--- config.mk ---
export PLATFORM = sky130hd
export DESIGN_NAME = exidle_rx
export DESIGN_NICKNAME = d
export VERILOG_FILES = /design/src/rtl/exidle_rx.sv
export SDC_FILE = /design/constraint.sdc
export NUM_CORES = 1
export LEC_CHECK = 0
export BUFFER_PORTS_ARGS = -buffer_cell sky130_fd_sc_hd__buf_2
export CAP_MARGIN = 20
export CORE_UTILIZATION = 55
export CTS_BUF_LIST = sky130_fd_sc_hd__clkbuf_4 sky130_fd_sc_hd__clkbuf_8 sky130_fd_sc_hd__clkbuf_16
export CTS_CLUSTER_SIZE = 20
export DETAILED_ROUTE_END_ITERATION = 12
export GPL_TIMING_DRIVEN = 0
export MAX_ROUTING_LAYER = met4
export PLACE_DENSITY = 0.9
export SLEW_MARGIN = 20
export SYNTH_ARGS = -nofsm -noshare
export SYNTH_HDL_FRONTEND = slang
export SYNTH_SLANG_ARGS = --single-unit
--- constraint.sdc ---
create_clock -name i_clk -period 2.9 [get_ports i_clk]
set_input_delay 0.145 -clock i_clk [delete_from_list [all_inputs] [get_ports i_clk]]
set_output_delay 0.145 -clock i_clk [all_outputs]
set_load 0.02 [all_outputs]
--- src/rtl/exidle_rx.sv ---
// -----------------------------------------------------------------------------
// exidle_rx
//
// Receive side of the 35-bit ExBus idle/status channel. This block sits on the
// inbound word stream from the link decoder.
//
// It strips idle and FIFO-error status words out of the stream. All other
// words are forwarded downstream unchanged through a single output register.
//
// From the stripped words it recovers:
//   - the far end's aux bits
//   - the far end's clear-to-send (CTS)
//   - interrupt events
//   - FIFO-error events
//
// A watchdog declares the link down when status words stop arriving.
//
// Parameters
//   LGWATCH      log2 of the watchdog timeout in clocks
//
// Ports
//   i_clk        system clock
//   i_reset_n    synchronous active-low reset
//   i_stb        inbound word valid
//   i_word       inbound word
//   o_busy       stall to upstream (held output word not yet taken)
//   o_stb        outbound word valid
//   o_word       outbound word
//   i_busy       stall from downstream
//   o_aux        far-end aux bits from the most recent special word
//   o_cts        far-end clear-to-send from the most recent idle word
//   o_int        one-cycle pulse: far-end interrupt reported
//   o_fifo_err   one-cycle pulse: far-end FIFO error reported
//   o_err_count  saturating count of FIFO-error words received
//   o_link_up    a status word was seen within the last 2^LGWATCH clocks
// -----------------------------------------------------------------------------
module exidle_rx #(
   parameter int LGWATCH = 25
) (
   input  logic        i_clk,
   input  logic        i_reset_n,
   input  logic        i_stb,
   input  logic [34:0] i_word,
   output logic        o_busy,
   output logic        o_stb,
   output logic [34:0] o_word,
   input  logic        i_busy,
   output logic [1:0]  o_aux,
   output logic        o_cts,
   output logic        o_int,
   output logic        o_fifo_err,
   output logic [7:0]  o_err_count,
   output logic        o_link_up
);

   localparam logic [LGWATCH:0] WD_ONE    = {{LGWATCH{1'b0}}, 1'b1};
   localparam logic [7:0]       ERR_MAX   = 8'hFF;
   localparam logic [7:0]       ERR_ONE   = 8'h01;

   // Word classification helpers
   function automatic logic is_special(input logic [34:0] w);
      return (w[34:33] == 2'b11);
   endfunction

   function automatic logic is_idle(input logic [34:0] w);
      return is_special(w) && w[30];
   endfunction

   function automatic logic is_fifo_err(input logic [34:0] w);
      return is_special(w) && (w[30:28] == 3'b011);
   endfunction

   // Registered state
   logic               stb_q,     stb_d;
   logic [34:0]        word_q,    word_d;
   logic [1:0]         aux_q,     aux_d;
   logic               cts_q,     cts_d;
   logic               int_q,     int_d;
   logic               ferr_q,    ferr_d;
   logic [7:0]         err_cnt_q, err_cnt_d;
   logic               link_q,    link_d;
   logic [LGWATCH-1:0] wd_cnt_q,  wd_cnt_d;
   logic               wd_flag_q, wd_flag_d;

   // Combinational decode
   logic               special_s;
   logic               idle_s;
   logic               ferr_word_s;
   logic               status_s;
   logic               busy_s;
   logic               accept_s;
   logic [LGWATCH-1:0] wd_inc_s;
   logic               wd_carry_s;

   // Decode the inbound word and the single accept rule shared by all word types
   always_comb begin
      special_s   = is_special(i_word);
      idle_s      = is_idle(i_word);
      ferr_word_s = is_fifo_err(i_word);
      status_s    = idle_s || ferr_word_s;
      // A held word blocks every word type, so status never overtakes data
      busy_s      = stb_q && i_busy;
      accept_s    = i_stb && !busy_s;
      {wd_carry_s, wd_inc_s} = {1'b0, wd_cnt_q} + WD_ONE;
   end

   // Next-state logic for the forwarding register, status outputs and watchdog
   always_comb begin
      stb_d     = stb_q;
      word_d    = word_q;
      aux_d     = aux_q;
      cts_d     = cts_q;
      int_d     = 1'b0;
      ferr_d    = 1'b0;
      err_cnt_d = err_cnt_q;
      link_d    = link_q;
      wd_cnt_d  = wd_cnt_q;
      wd_flag_d = wd_flag_q;

      // Forwarding register: load on a forwarded word, release when downstream
      // is not stalling. A consumed status word still lets the release happen.
      if (accept_s && !status_s) begin
         stb_d  = 1'b1;
         word_d = i_word;
      end else if (!i_busy) begin
         stb_d  = 1'b0;
      end else begin
         stb_d  = stb_q;
      end

      // Any accepted special word refreshes the aux bits
      if (accept_s && special_s) begin
         aux_d = i_word[32:31];
      end else begin
         aux_d = aux_q;
      end

      // Idle word carries CTS and the interrupt flag
      if (accept_s && idle_s) begin
         cts_d = i_word[29];
         int_d = i_word[28];
      end else begin
         cts_d = cts_q;
         int_d = 1'b0;
      end

      // FIFO-error word pulses and bumps the saturating counter
      if (accept_s && ferr_word_s) begin
         ferr_d = 1'b1;
         if (err_cnt_q == ERR_MAX) begin
            err_cnt_d = err_cnt_q;
         end else begin
            err_cnt_d = err_cnt_q + ERR_ONE;
         end
      end else begin
         ferr_d    = 1'b0;
         err_cnt_d = err_cnt_q;
      end

      // Watchdog: a status accept takes priority over a carry on the same
      // cycle. Once the flag is set the counter stops.
      if (accept_s && status_s) begin
         wd_cnt_d  = {LGWATCH{1'b0}};
         wd_flag_d = 1'b0;
         link_d    = 1'b1;
      end else if (!wd_flag_q) begin
         wd_cnt_d = wd_inc_s;
         if (wd_carry_s) begin
            wd_flag_d = 1'b1;
            link_d    = 1'b0;
         end else begin
            wd_flag_d = 1'b0;
            link_d    = link_q;
         end
      end else begin
         wd_cnt_d  = wd_cnt_q;
         wd_flag_d = wd_flag_q;
         link_d    = link_q;
      end
   end

   // State registers with synchronous active-low reset
   always_ff @(posedge i_clk) begin
      if (!i_reset_n) begin
         stb_q     <= 1'b0;
         word_q    <= 35'h0;
         aux_q     <= 2'b00;
         cts_q     <= 1'b0;
         int_q     <= 1'b0;
         ferr_q    <= 1'b0;
         err_cnt_q <= 8'h00;
         link_q    <= 1'b0;
         wd_cnt_q  <= {LGWATCH{1'b0}};
         wd_flag_q <= 1'b0;
      end else begin
         stb_q     <= stb_d;
         word_q    <= word_d;
         aux_q     <= aux_d;
         cts_q     <= cts_d;
         int_q     <= int_d;
         ferr_q    <= ferr_d;
         err_cnt_q <= err_cnt_d;
         link_q    <= link_d;
         wd_cnt_q  <= wd_cnt_d;
         wd_flag_q <= wd_flag_d;
      end
   end

   assign o_busy      = busy_s;
   assign o_stb       = stb_q;
   assign o_word      = word_q;
   assign o_aux       = aux_q;
   assign o_cts       = cts_q;
   assign o_int       = int_q;
   assign o_fifo_err  = ferr_q;
   assign o_err_count = err_cnt_q;
   assign o_link_up   = link_q;

endmodule
==> impl_metrics.json <==
{
  "setup_tns_ps": 0,
  "min_from": "i_word[22]",
  "grt-ovfl-total": 0,
  "io_buffers": 88,
  "worstRegToRegCells": 5,
  "max_freq_mhz": 531,
  "num-fill-cells": 423,
  "finalPower_w": 0.00206,
  "fin_crit_sh": 0.649,
  "arrival_ps": 2120,
  "rr_startpoint": "o_stb",
  "synth_edf_count": 0,
  "synthTopCellsByArea": "dfxtp_1 49%, nand2_1 9.5%, a21oi_1 8.2%",
  "holdPathEnd": "o_word[22]",
  "slew_headroom": 0.548,
  "maxCapViolations": 0,
  "antennaDiodeCount": 0,
  "p_leak_nw": 1.61,
  "drtIter0Drc": 162,
  "synthArstFlopShare": 0,
  "area_growth_pct": 22.6,
  "synth.most_common_cell": "nand2_1",
  "powerDensity_nw_per_um2": 537,
  "rows": 27,
  "dp_hpwl_um": 5490,
  "vias": 3036,
  "drive_gt1_frac": 0.271,
  "synth_top_area_frac": 0.486,
  "min_path_type": "in2reg",
  "path_max_fanout": 10,
  "clk_latency_ps": 360,
  "ys_ff_latch": 76,
  "grt_max_degree": 14,
  "yosys_warnings": 0,
  "avgSynthCellArea_sq_um": 8.48,
  "track_usage": 0.265,
  "cts_sinks": 76,
  "wl_per_cell_um": 13.8,
  "grt_pass1_wl_um": 12100,
  "grt_pass1_vias": 2809,
  "ff2ff_setup_slack_ps": 1020,
  "boundaryPins": 90,
  "cts_buffers": 9,
  "antenna_found_initial": 0,
  "synth_commonest_cells": "79 x nand2_1, 76 x dfxtp_1, 51 x a21oi_1",
  "fin_skew_ps": 10.3,
  "core_area_sq_um": 5510,
  "cts_buffer_depth": 2,
  "hold_path_depth": 3,
  "cts-root-buf": "clkbuf_8",
  "hold_viol": 0,
  "fp.dieH_um": 77.4,
  "multi_input_area_sq_um": 1500,
  "slew_violations": 0,
  "dieArea_sq_um": 5990,
  "syn_area_sq_um": 3130,
  "post_cts_buffers": 0,
  "via_per_inst": 5.57,
  "drtAntennaViolNets": 0,
  "cts_tree": "built",
  "rsz0062_at_grt": "no",
  "cts_hold_buf": 0,
  "cts.repair.resized": 0,
  "drc": 0,
  "wl_um": 7530,
  "period_minus_slack_ps": 1880,
  "netlist_instances": 369,
  "tightest_slew_ps": 674,
  "worstSetupStartpointType": "register",
  "yosysSeqAreaShare": 0.486,
  "synth-main-ff-cell": "dfxtp_1",
  "ir_drop_mv": 0.263,
  "seq_area_sq_um": 1520,
  "synth_top_cell_by_area": "dfxtp_1",
  "crit_path_end_kind": "register",
  "setup_violations": 0,
  "worst_r2r_endpoint": "wd_cnt_q[19]",
  "routabilityCongestion": 0.840,
  "worstSetupPathType": "reg2reg",
  "clk_pin_slew_ps": 80,
  "htree_num_levels": 3,
  "final_net_count": 509,
  "first_pass_iters": 4,
  "syn_nets": 410,
  "start_util": 0.568,
  "yosysUniqueCellTypes": 48,
  "status": "complete, no violations",
  "cp.required_ps": 3140,
  "die_x_um": 77.4
}
## cells by family (layout without fill, tap and decap cells)
kind of cell,count (synthesis),after routing,synth area share
compound gates,88,88,0.163
xor+xnor,13,13,0.0364
fa+ha+maj,2,2,0.00800
buf+inv,24,128,0.0348
flops,76,76,0.486
mux,3,3,0.00960
simple gates,163,163,0.262
## critical path: stages (launching register included)
cell and delay [ps]:
dfxtp_1 340, a21bo_1 180, buf_2 180, o31ai_2 610, buf_2 360, a21oi_1 80
## report_power, final
| group | switching [W] | total, W | internal [W] |
|---|---|---|---|
| registers | 0.0000225 | 0.00110 | 0.00108 |
| clock network | 0.000397 | 0.000727 | 0.000330 |
| logic | 0.000149 | 0.000228 | 0.0000797 |
## sequential cells by signal, summed over array words and instances (netlist names)
signal       flops
o_cts            1
o_link_up        1
o_fifo_err       1
o_aux            2
wd_cnt_q        25
o_stb            1
o_int            1
o_word          35
o_err_count      8
wd_flag_q        1
## cell type report
cell class,instances,area share
Clock buffer,10,0.0359
Tap cell,72,0.0235
Timing Repair Buffer,88,0.115
Clock inverter,6,0.0104
Multi-Input combinational cell,269,0.390
Buffer,21,0.0254
Inverter,3,0.00294
Sequential cell,76,0.397
## metal layers
metal,global-route usage,wire (um)
met4,0.168,213
met5,-,0
met1,0.278,3150
met2,0.455,3750
met3,0.0529,421
## stage by stage
stage          cells  cell area (sq um)  hold slack [ps]   util  setup WS (ps)
2_1_floorplan    369               3130              281      -           1250
3_3_place_gp     529               3660              388  0.664           1080
3_5_place_dp     529               3660              393  0.664           1060
4_1_cts          545               3840             12.5  0.697           1040
5_1_grt          545               3840             31.1  0.697            934
6_report         545               3840             16.1  0.697           1020
## layout by cell type (no fill, tap or decap), drive strengths merged, types with 8 or more instances in the layout
| master | n |
|---|---|
| buf | 99 |
| nand2 | 79 |
| dfxtp | 76 |
| a21oi | 54 |
| nor2 | 20 |
| clkbuf | 20 |
| o21ai | 17 |
| nand3 | 13 |
| or3 | 11 |
| nand4 | 11 |
| xor2 | 9 |
| or4 | 8 |
## worst max path at each step
stage | from | end | slack, ps | cells after the start
floorplan | o_err_count[0] | o_err_count[1] | 1250 | 6
global placement | o_stb | wd_cnt_q[1] | 1080 | 5
detailed placement | o_stb | wd_cnt_q[19] | 1060 | 5
CTS | o_stb | wd_cnt_q[19] | 1040 | 5
global route | o_stb | wd_cnt_q[1] | 930 | 5
finish | o_stb | wd_cnt_q[19] | 1020 | 5
No activity file was read; power rests on OpenSTA's default activity.
